[config.mk]
export PLATFORM = sky130hd
export DESIGN_NAME = eq_key_controller_flat
export DESIGN_NICKNAME = d
export VERILOG_FILES = /design/src/rtl/eq_key_if.sv /design/src/rtl/eq_key_controller.sv /design/src/flat_wrapper.sv
export SDC_FILE = /design/constraint.sdc
export NUM_CORES = 1
export LEC_CHECK = 0
export BUFFER_PORTS_ARGS = -buffer_cell sky130_fd_sc_hd__clkbuf_2
export CORE_MARGIN = 2
export CORE_UTILIZATION = 25
export DETAILED_ROUTE_END_ITERATION = 8
export GPL_TIMING_DRIVEN = 0
export SYNTH_ARGS = -nofsm -noshare
export SYNTH_HDL_FRONTEND = slang
export SYNTH_SLANG_ARGS = --single-unit
[constraint.sdc]
create_clock -name clk -period 2.8 [get_ports clk]
set_clock_uncertainty 0.1 [all_clocks]
set_input_delay 0.42 -clock clk [delete_from_list [all_inputs] [get_ports clk]]
set_output_delay 0.42 -clock clk [all_outputs]
set_load 0.03 [all_outputs]
[src/rtl/eq_key_if.sv]
// Purpose: keyboard-command and coefficient-bank signals of the equalizer key
//          controller, bundled into one interface.
// Signals:
//   key_code/key_valid  scan code and one-cycle strobe from the break-code filter
//   band_sel            currently selected band
//   cfg_req/cfg_band/cfg_gain/cfg_ack  write handshake to the coefficient bank
//   busy/key_drop/err_timeout          controller status
// Modports: master = keyboard filter + coefficient bank side, slave = controller.
interface eq_key_if #(
  parameter int unsigned GAIN_W = 4
) ();
  logic [7:0]        key_code;
  logic              key_valid;
  logic [1:0]        band_sel;
  logic              cfg_req;
  logic [1:0]        cfg_band;
  logic [GAIN_W-1:0] cfg_gain;
  logic              cfg_ack;
  logic              busy;
  logic              key_drop;
  logic              err_timeout;

  modport master (
    output key_code, key_valid, cfg_ack,
    input  band_sel, cfg_req, cfg_band, cfg_gain, busy, key_drop, err_timeout
  );

  modport slave (
    input  key_code, key_valid, cfg_ack,
    output band_sel, cfg_req, cfg_band, cfg_gain, busy, key_drop, err_timeout
  );
endinterface

[src/rtl/eq_key_controller.sv]
// Purpose: maps PS/2 set-2 key strobes to equalizer band select, gain up/down
//          and restore-defaults commands; keeps one gain register per band and
//          writes changed gains to the coefficient bank over a req/ack handshake.
// Ports:
//   clk  system clock
//   rst  asynchronous, active-high reset
//   bus  eq_key_if.slave: key_code/key_valid in, cfg_ack in,
//        band_sel/cfg_req/cfg_band/cfg_gain/busy/key_drop/err_timeout out
module eq_key_controller #(
  parameter int unsigned NUM_BANDS    = 3,
  parameter int unsigned GAIN_W       = 4,
  parameter int unsigned GAIN_MAX     = 15,
  parameter int unsigned GAIN_DEFAULT = 8,
  parameter int unsigned ACK_TIMEOUT  = 255
) (
  input  logic    clk,
  input  logic    rst,
  eq_key_if.slave bus
);

  localparam int unsigned CNT_W     = 8;
  localparam int unsigned MAX_BANDS = 4;

  localparam logic [7:0] KEY_BAND0   = 8'h16;
  localparam logic [7:0] KEY_BAND1   = 8'h1E;
  localparam logic [7:0] KEY_BAND2   = 8'h26;
  localparam logic [7:0] KEY_BAND3   = 8'h25;
  localparam logic [7:0] KEY_UP      = 8'h1D;
  localparam logic [7:0] KEY_DOWN    = 8'h1B;
  localparam logic [7:0] KEY_RESTORE = 8'h2D;

  typedef enum logic [2:0] {
    S_IDLE, S_DECODE, S_REQ, S_WAIT_ACK, S_RESTORE
  } state_e;

  state_e            state_q, state_d;
  logic [7:0]        code_q, code_d;
  logic [1:0]        band_sel_q, band_sel_d;
  logic [1:0]        cfg_band_q, cfg_band_d;
  logic [GAIN_W-1:0] cfg_gain_q, cfg_gain_d;
  logic              cfg_req_q, cfg_req_d;
  logic              busy_q, busy_d;
  logic              key_drop_q, key_drop_d;
  logic              err_q, err_d;
  logic              restore_q, restore_d;
  logic [1:0]        idx_q, idx_d;
  logic [CNT_W-1:0]  cnt_q, cnt_d;
  logic [GAIN_W-1:0] gain_q [MAX_BANDS];
  logic              gain_we;

  logic              band_key;
  logic [1:0]        band_idx;
  logic [GAIN_W-1:0] cur_gain;
  logic [GAIN_W-1:0] step_gain;

  // Band-key decode of the latched scan code
  always_comb begin
    band_key = 1'b0;
    band_idx = 2'd0;
    case (code_q)
      KEY_BAND0: begin band_key = 1'b1; band_idx = 2'd0; end
      KEY_BAND1: begin band_key = 1'b1; band_idx = 2'd1; end
      KEY_BAND2: begin band_key = 1'b1; band_idx = 2'd2; end
      KEY_BAND3: begin band_key = 1'b1; band_idx = 2'd3; end
      default:   ;
    endcase
  end

  // Saturating +/-1 step of the selected band's gain
  assign cur_gain  = gain_q[band_sel_q];
  assign step_gain = (code_q == KEY_UP)
                   ? ((cur_gain >= GAIN_W'(GAIN_MAX)) ? cur_gain : cur_gain + GAIN_W'(1))
                   : ((cur_gain == '0) ? cur_gain : cur_gain - GAIN_W'(1));

  // Next-state and output logic
  always_comb begin
    state_d    = state_q;
    code_d     = code_q;
    band_sel_d = band_sel_q;
    cfg_band_d = cfg_band_q;
    cfg_gain_d = cfg_gain_q;
    cfg_req_d  = cfg_req_q;
    restore_d  = restore_q;
    idx_d      = idx_q;
    cnt_d      = cnt_q;
    err_d      = 1'b0;
    gain_we    = 1'b0;

    unique case (state_q)
      S_IDLE: begin
        if (bus.key_valid) begin
          code_d  = bus.key_code;
          state_d = S_DECODE;
        end
      end
      S_DECODE: begin
        state_d = S_IDLE;
        if (band_key) begin
          if (32'(band_idx) < NUM_BANDS) band_sel_d = band_idx;
        end else if (code_q == KEY_UP || code_q == KEY_DOWN) begin
          // A saturated step produces no write
          if (step_gain != cur_gain) begin
            cfg_band_d = band_sel_q;
            cfg_gain_d = step_gain;
            state_d    = S_REQ;
          end
        end else if (code_q == KEY_RESTORE) begin
          idx_d     = 2'd0;
          restore_d = 1'b1;
          state_d   = S_RESTORE;
        end
      end
      S_REQ: begin
        cfg_req_d = 1'b1;
        cnt_d     = '0;
        state_d   = S_WAIT_ACK;
      end
      S_WAIT_ACK: begin
        cnt_d = cnt_q + CNT_W'(1);
        // Ack is checked first so it wins over a coincident timeout
        if (bus.cfg_ack) begin
          cfg_req_d = 1'b0;
          gain_we   = 1'b1;
          state_d   = S_IDLE;
          if (restore_q) begin
            idx_d = idx_q + 2'd1;
            if (({1'b0, idx_q} + 3'd1) == 3'(NUM_BANDS)) restore_d = 1'b0;
            else                                         state_d   = S_RESTORE;
          end
        end else if (cnt_q == CNT_W'(ACK_TIMEOUT - 1)) begin
          cfg_req_d = 1'b0;
          err_d     = 1'b1;
          restore_d = 1'b0;
          state_d   = S_IDLE;
        end
      end
      S_RESTORE: begin
        cfg_band_d = idx_q;
        cfg_gain_d = GAIN_W'(GAIN_DEFAULT);
        state_d    = S_REQ;
      end
      default: state_d = S_IDLE;
    endcase

    key_drop_d = bus.key_valid && (state_q != S_IDLE);
    busy_d     = (state_d != S_IDLE);
  end

  // Control and output registers
  always_ff @(posedge clk or posedge rst) begin
    if (rst) begin
      state_q    <= S_IDLE;
      code_q     <= '0;
      band_sel_q <= '0;
      cfg_band_q <= '0;
      cfg_gain_q <= '0;
      cfg_req_q  <= 1'b0;
      busy_q     <= 1'b0;
      key_drop_q <= 1'b0;
      err_q      <= 1'b0;
      restore_q  <= 1'b0;
      idx_q      <= '0;
      cnt_q      <= '0;
    end else begin
      state_q    <= state_d;
      code_q     <= code_d;
      band_sel_q <= band_sel_d;
      cfg_band_q <= cfg_band_d;
      cfg_gain_q <= cfg_gain_d;
      cfg_req_q  <= cfg_req_d;
      busy_q     <= busy_d;
      key_drop_q <= key_drop_d;
      err_q      <= err_d;
      restore_q  <= restore_d;
      idx_q      <= idx_d;
      cnt_q      <= cnt_d;
    end
  end

  // Per-band gain registers, committed only on an acknowledged write
  always_ff @(posedge clk or posedge rst) begin
    if (rst) begin
      for (int i = 0; i < int'(MAX_BANDS); i++) gain_q[i] <= GAIN_W'(GAIN_DEFAULT);
    end else if (gain_we) begin
      gain_q[cfg_band_q] <= cfg_gain_q;
    end
  end

  assign bus.band_sel    = band_sel_q;
  assign bus.cfg_req     = cfg_req_q;
  assign bus.cfg_band    = cfg_band_q;
  assign bus.cfg_gain    = cfg_gain_q;
  assign bus.busy        = busy_q;
  assign bus.key_drop    = key_drop_q;
  assign bus.err_timeout = err_q;

endmodule

[src/flat_wrapper.sv]
// flat-port wrapper written by rule: the top's interface ports become plain ports
module eq_key_controller_flat 
#(
  parameter int unsigned NUM_BANDS    = 3,
  parameter int unsigned GAIN_W       = 4,
  parameter int unsigned GAIN_MAX     = 15,
  parameter int unsigned GAIN_DEFAULT = 8,
  parameter int unsigned ACK_TIMEOUT  = 255
)
  (clk, rst, bus_key_code, bus_key_valid, bus_cfg_ack, bus_band_sel, bus_cfg_req, bus_cfg_band, bus_cfg_gain, bus_busy, bus_key_drop, bus_err_timeout);
  eq_key_if #(.GAIN_W(GAIN_W)) bus_i ();
  input  logic clk;
  input  logic rst;
  input wire logic [$bits(bus_i.key_code)-1:0] bus_key_code;
  input wire logic [$bits(bus_i.key_valid)-1:0] bus_key_valid;
  input wire logic [$bits(bus_i.cfg_ack)-1:0] bus_cfg_ack;
  output wire logic [$bits(bus_i.band_sel)-1:0] bus_band_sel;
  output wire logic [$bits(bus_i.cfg_req)-1:0] bus_cfg_req;
  output wire logic [$bits(bus_i.cfg_band)-1:0] bus_cfg_band;
  output wire logic [$bits(bus_i.cfg_gain)-1:0] bus_cfg_gain;
  output wire logic [$bits(bus_i.busy)-1:0] bus_busy;
  output wire logic [$bits(bus_i.key_drop)-1:0] bus_key_drop;
  output wire logic [$bits(bus_i.err_timeout)-1:0] bus_err_timeout;
  assign bus_i.key_code = bus_key_code;
  assign bus_i.key_valid = bus_key_valid;
  assign bus_i.cfg_ack = bus_cfg_ack;
  assign bus_band_sel = bus_i.band_sel;
  assign bus_cfg_req = bus_i.cfg_req;
  assign bus_cfg_band = bus_i.cfg_band;
  assign bus_cfg_gain = bus_i.cfg_gain;
  assign bus_busy = bus_i.busy;
  assign bus_key_drop = bus_i.key_drop;
  assign bus_err_timeout = bus_i.err_timeout;
  eq_key_controller #(.NUM_BANDS(NUM_BANDS), .GAIN_W(GAIN_W), .GAIN_MAX(GAIN_MAX), .GAIN_DEFAULT(GAIN_DEFAULT), .ACK_TIMEOUT(ACK_TIMEOUT)) u_core (.clk(clk), .rst(rst), .bus(bus_i));
endmodule
* After elaboration in Yosys (flattened, before gate mapping)
Index checks and enable logic that the tools add are counted. W data, S select, Z words.
Word-level totals: input bits 12, output and inout port bits 12, word-level logic and storage cells 118, register bits after elaboration 50
Cells by class: magnitude comparators 5, add/subtract/negate cells 5, reductions and logical operators 17, bitwise gates (word level) 2, eq/ne operators 22, multiplexer cells 51
Operators with widths (count):
- $mux W4 | 9
- $eq A8 B5 Y1 const B | 4
- $eq A8 B6 Y1 const B | 3
- $mux W3 | 8
- $mux W2 | 9
- $bwmux W16 | 1
- $pmux W8 S2 | 1
- $pmux W3 S5 | 1
- $mux W1 | 14
- $eq A3 B2 Y1 const B | 3
- $add A8 B1 Y8 const B | 1
- $bmux W4 S2 | 1
- $demux W4 S2 | 1
- $eq A8 B8 Y1 const B | 1
- $ne A2 B1 Y1 const B | 4
- $pmux W2 S2 | 2
- $pmux W4 S2 | 1
- $ge A3 B3 Y1 const B | 2
- $ne A2 B2 Y1 const B | 3
- $not A2 Y3 | 2
- $pmux W2 S3 | 1
- $reduce_and A6 Y1 | 1
- $reduce_bool A2 Y1 | 3
- $reduce_bool A3 Y1 | 2
- other kinds (21) | 24

* Logic depth before layout (Yosys ltp)
word-level depth 13, depth in mapped cells 10, gate-level depth less buffers 8

* Worst setup path before layout
No wires, ideal clock.
path type register to register, start register u_core.band_sel_q[0], in the netlist u_core.bus.band_sel[0], end register u_core.busy_q, in the netlist u_core.bus.busy, required time 2.561 ns, path slack -0.043 ns, clock period less this slack 2.843 ns, arrival time 2.604 ns, library setup time 0.139 ns, path buffers 2, stages on the path, launching flop included 10, path through dfrtp_1 > clkbuf_1 > mux4_1 > inv_1 > ha_1 > inv_1 > a2111oi_4 > a311o_1 > buf_6 > or4b_1
On the way: longest elaborated chain between the ends 13, elaborated cells on any way between the ends 17, those cells by class 2 x add/sub; 1 x order compare; 1 x eq/ne; 10 x mux; 1 x bitwise; 2 x reduce/logical
Ends and longest elaborated chain:
- from (decl) | RTL line eq_key_controller.sv:38 | logic [1:0] band_sel_q, band_sel_d;
- from (signal assigned) | RTL line eq_key_controller.sv:167 | band_sel_q <= band_sel_d;
- $not A2 Y3 (implied by the code) (*) | RTL line eq_key_controller.sv:70 | assign cur_gain = gain_q[band_sel_q];
- $bmux W4 S2 (*) | RTL line eq_key_controller.sv:70
- $mux W4 (implied by the code) (*) (2 in series) | RTL line eq_key_controller.sv:70
- $sub A4 B1 Y4 (tied with other cells) | RTL line eq_key_controller.sv:73 | : ((cur_gain == '0) ? cur_gain : cur_gain - GAIN_W'(1));
- $mux W4, on equally long branches | RTL line eq_key_controller.sv:73, eq_key_controller.sv:72
- $mux W4 | RTL line eq_key_controller.sv:72 | ? ((cur_gain >= GAIN_W'(GAIN_MAX)) ? cur_gain : cur_gain + GAIN_W'(1))
- $ne A4 B4 Y1 (*) | RTL line eq_key_controller.sv:102 | if (step_gain != cur_gain) begin
- $mux W2 (*) | RTL line eq_key_controller.sv:102
- $mux W3 (*) | RTL line eq_key_controller.sv:100 | end else if (code_q == KEY_UP || code_q == KEY_DOWN) begin
- $mux W3 (*) | RTL line eq_key_controller.sv:98 | if (band_key) begin
- $pmux W3 S5 (*) | RTL line eq_key_controller.sv:89 | unique case (state_q)
- $reduce_bool A3 Y1 (*) | RTL line eq_key_controller.sv:146 | busy_d = (state_d != S_IDLE);
- named net u_core.busy_d | RTL line eq_key_controller.sv:42 | logic busy_q, busy_d;
- to (signal assigned) | RTL line eq_key_controller.sv:171 | busy_q <= busy_d;
- to (decl) | RTL line eq_key_controller.sv:42
Mark *: on every way through the listed nets, which the timed path passes. The rest lies on a longest branch. The select of a mux whose other input is x is not followed. A chain may end at the register's enable or synchronous reset.

* Worst setup path in the final report
Same ends and word-level chain as after synthesis.

==> qor.yml <==
status: "finished, final reports clean"
drtIter0Drc: 85
synth_edf_count: 0
final_area_mm2: 0.002957
route.detailed.vias_per_inst: 4.575
cp_top_family: "multiplexers"
drt-met1-wl_um: 2614
cp_data_required_time_ns: 2.87
finalSetupViolations: 0
fin_crit_ns: 2.667
netlist_area_mm2: 0.002544
layout-drive-gt1-share: 0.2786
grt_max_degree: 38
clkTransAtPathRegs_ns: 0.09
max_stage_delay_ns: 0.58
clk_latency_ns: 0.30
min_period_over_period: 0.9524
leakagePower_nw: 1.327
die_height_um: 104.9
vias: 1807
wl_um: 5265
yosys_most_used_dff: "dfrtp_1"
fmax_ghz: 0.3750
firstDrtPassIters: 4
max-slew-margin-rel: 0.3345
synthArstFlopShare: 1.000
max-cap-violations: 0
dieArea_mm2: 0.01100
synth-seq-area-share: 0.4939
hpwlAfterDp_um: 3902
syn-num-nets: 247
syn_area_per_cell_um2: 11.06
tritoncts: "done"
hold_path_class: "in2reg"
layout_common_cells: "46 x dfrtp_1, 25 x mux2_2, 24 x nand2_1, 22 x clkbuf_2, 14 x nor2_1"
yosysUniqueCellTypes: 44
die_width_um: 104.9
place_area_mm2: 0.002841
ys_warn_count: 0
finalHoldViolCount: 0
grt_setup_unrepaired: "false"
clock_path_buffers: 2
ir_drop_v: 0.0003030
place.gp.congestion: 0.7736
final_common_cell: "dfrtp_1"
final_nets: 278
diodes: 0
setup_tns_ns: 0
synth_cells: 230
start_util: 0.2590
antenna_found_initial: 0
io_buffers: 22
grt_pass1_wl_um: 8942
yosys_register_bits: 50
powerDensity_mw_per_mm2: 772.7
ant_nets: 0
wl_met3_um: 145
cp-start-kind: "register"
h-tree-depth: 2
num_rows: 36
crit_path_end_kind: "register"
core_region_area_mm2: 0.009819
fill_cells: 1072
finalMaxSlewViolations: 0
first_global_vias: 1784
grt_usage: 0.1005
grt.overflow.total: 0
critPathKind: "reg2reg"
worst-path-buf-inv: 4
crit_chain: "buf_6 -> mux4_2 -> inv_1 -> ha_2 -> inv_1 -> a2111oi_4 -> a311o_1 -> buf_6 -> or4b_1"
root_buffer: "clkbuf_8"
crit_fanout: 9
worstMarginPinSlew_ns: 0.9892
numCtsBuffers: 5
post-route-util: 0.3011
wl_per_cell_um: 13.33
crit_slowest_cell: "mux4_2"
highest_layer: "met4"
io_pins: 24
dr_wl_met2_um: 2443
power.total_mw: 2.285
drc: 0
hold-worst-slack_ns: 0.2485
cts_sinks: 50
area_delta_synth_final_pct: 16.23
worst_ep_arrival_time_ns: 2.73
stage by stage:
| step | std cells | worst slack (ns) |
|---|---|---|
| 6_report | 395 | 0.1333 |
| 5_1_grt | 395 | 0.01160 |
| 4_1_cts | 395 | 0.01981 |
| 3_5_place_dp | 386 | -0.05109 |
| 3_3_place_gp | 385 | -0.03919 |
| 2_1_floorplan | 230 | 0.01374 |
cell usage after synthesis, types with 2 or more instances:
master | count | area, um2
dfrtp_1 | 46 | 1151
mux2_2 | 25 | 281.5
nand2_1 | 24 | 90.09
nor2_1 | 14 | 52.55
inv_1 | 11 | 41.29
a21oi_1 | 9 | 45.04
o21ai_0 | 9 | 45.04
clkbuf_1 | 8 | 30.03
nand3_1 | 7 | 35.03
o31ai_1 | 6 | 45.04
ha_1 | 5 | 62.56
and2_1 | 4 | 25.02
dfstp_2 | 4 | 105.1
mux2i_1 | 4 | 40.04
nor2b_1 | 4 | 25.02
nor3_1 | 4 | 20.02
xnor2_1 | 4 | 35.03
nand4_1 | 3 | 18.77
nor4_1 | 3 | 18.77
o22ai_1 | 3 | 18.77
or3_1 | 3 | 18.77
a21o_1 | 2 | 15.01
and4b_1 | 2 | 20.02
buf_6 | 2 | 22.52
mux4_1 | 2 | 52.55
mux4_2 | 2 | 45.04
o21ai_1 | 2 | 10.01
xor2_1 | 2 | 17.52
cells by family after synthesis:
group	Yosys count	synth area share
adders and majority gates	5	0.02459
buffers and inverters	21	0.03689
and+or+nand+nor	74	0.1476
muxes	33	0.1648
AOI/OAI and AO/OA	41	0.1117
xor gates and xnor gates	6	0.02066
DFF	50	0.4938
flip-flops by register name (all words and copies together) (netlist names):
register,cells
u_core.bus.cfg_req,1
u_core.cnt_q,8
u_core.code_q,8
u_core.bus.cfg_gain,4
u_core.state_q,3
u_core.idx_q,2
u_core.restore_q,1
u_core.bus.cfg_band,2
u_core.bus.busy,1
u_core.gain_q,16
u_core.bus.band_sel,2
u_core.bus.key_drop,1
u_core.bus.err_timeout,1
per-layer routing:
| metal | track usage | vias to the layer above |
|---|---|---|
| met1 | 0.1416 | 898 |
| met4 | 0.02571 | 0 |
| met5 | 0 | - |
| met2 | 0.1549 | 23 |
| met3 | 0.02433 | 6 |
| li1 | - | 880 |
cell type report:
| type | instances | area (um2) | area share |
|---|---|---|---|
| inverters | 11 | 41.29 | 0.01397 |
| clock buffers | 6 | 82.58 | 0.02793 |
| flip-flops and latches | 50 | 1256 | 0.4249 |
| plain buffers | 10 | 60.06 | 0.02031 |
| multi-input cells | 159 | 1197 | 0.4050 |
| well taps | 133 | 166.4 | 0.05628 |
| clock inverters | 2 | 12.51 | 0.004232 |
| repair buffers | 24 | 140.1 | 0.04740 |
repair_timing:
item	4_1_cts	5_1_grt
pin swaps	0	1
gates resized for setup	2	5
endpoints found under the setup margin	1	4
buffers inserted	0	0
endpoints found under the hold margin	13	0
hold buffers	1	0
worst paths after layout:
check,startpoint,to,slack [ns],cells after the start
min reg2reg,u_core.bus.cfg_req,u_core.bus.cfg_req,0.39,1
max in group asynchronous,rst,u_core.gain_q[15],1.55,4
max reg2reg,u_core.bus.band_sel[0],u_core.bus.busy,0.13,9
min,bus_key_code[4],u_core.code_q[4],0.25,2
max,u_core.bus.band_sel[0],u_core.bus.busy,0.13,9
min in group asynchronous,rst,u_core.cnt_q[5],0.49,3
report_power, final:
group          internal (mW)  switching, mW  leakage, nW
logic                  0.334          0.454        0.641
registers              0.899          0.159        0.639
clock network          0.199          0.239       0.0472
total                   1.43          0.852         1.33
worst reg2reg max path, delay by kind of cell, from the launching register on:
kind / cells / cell delay (ns)
muxes: 1 / 0.58
adders and majority gates: 1 / 0.20
and+or+nand+nor: 1 / 0.48
buffers and inverters: 4 / 0.46
AOI/OAI and AO/OA: 2 / 0.36
DFF: 1 / 0.38
Note: power is estimated with default switching activity, not from simulation.
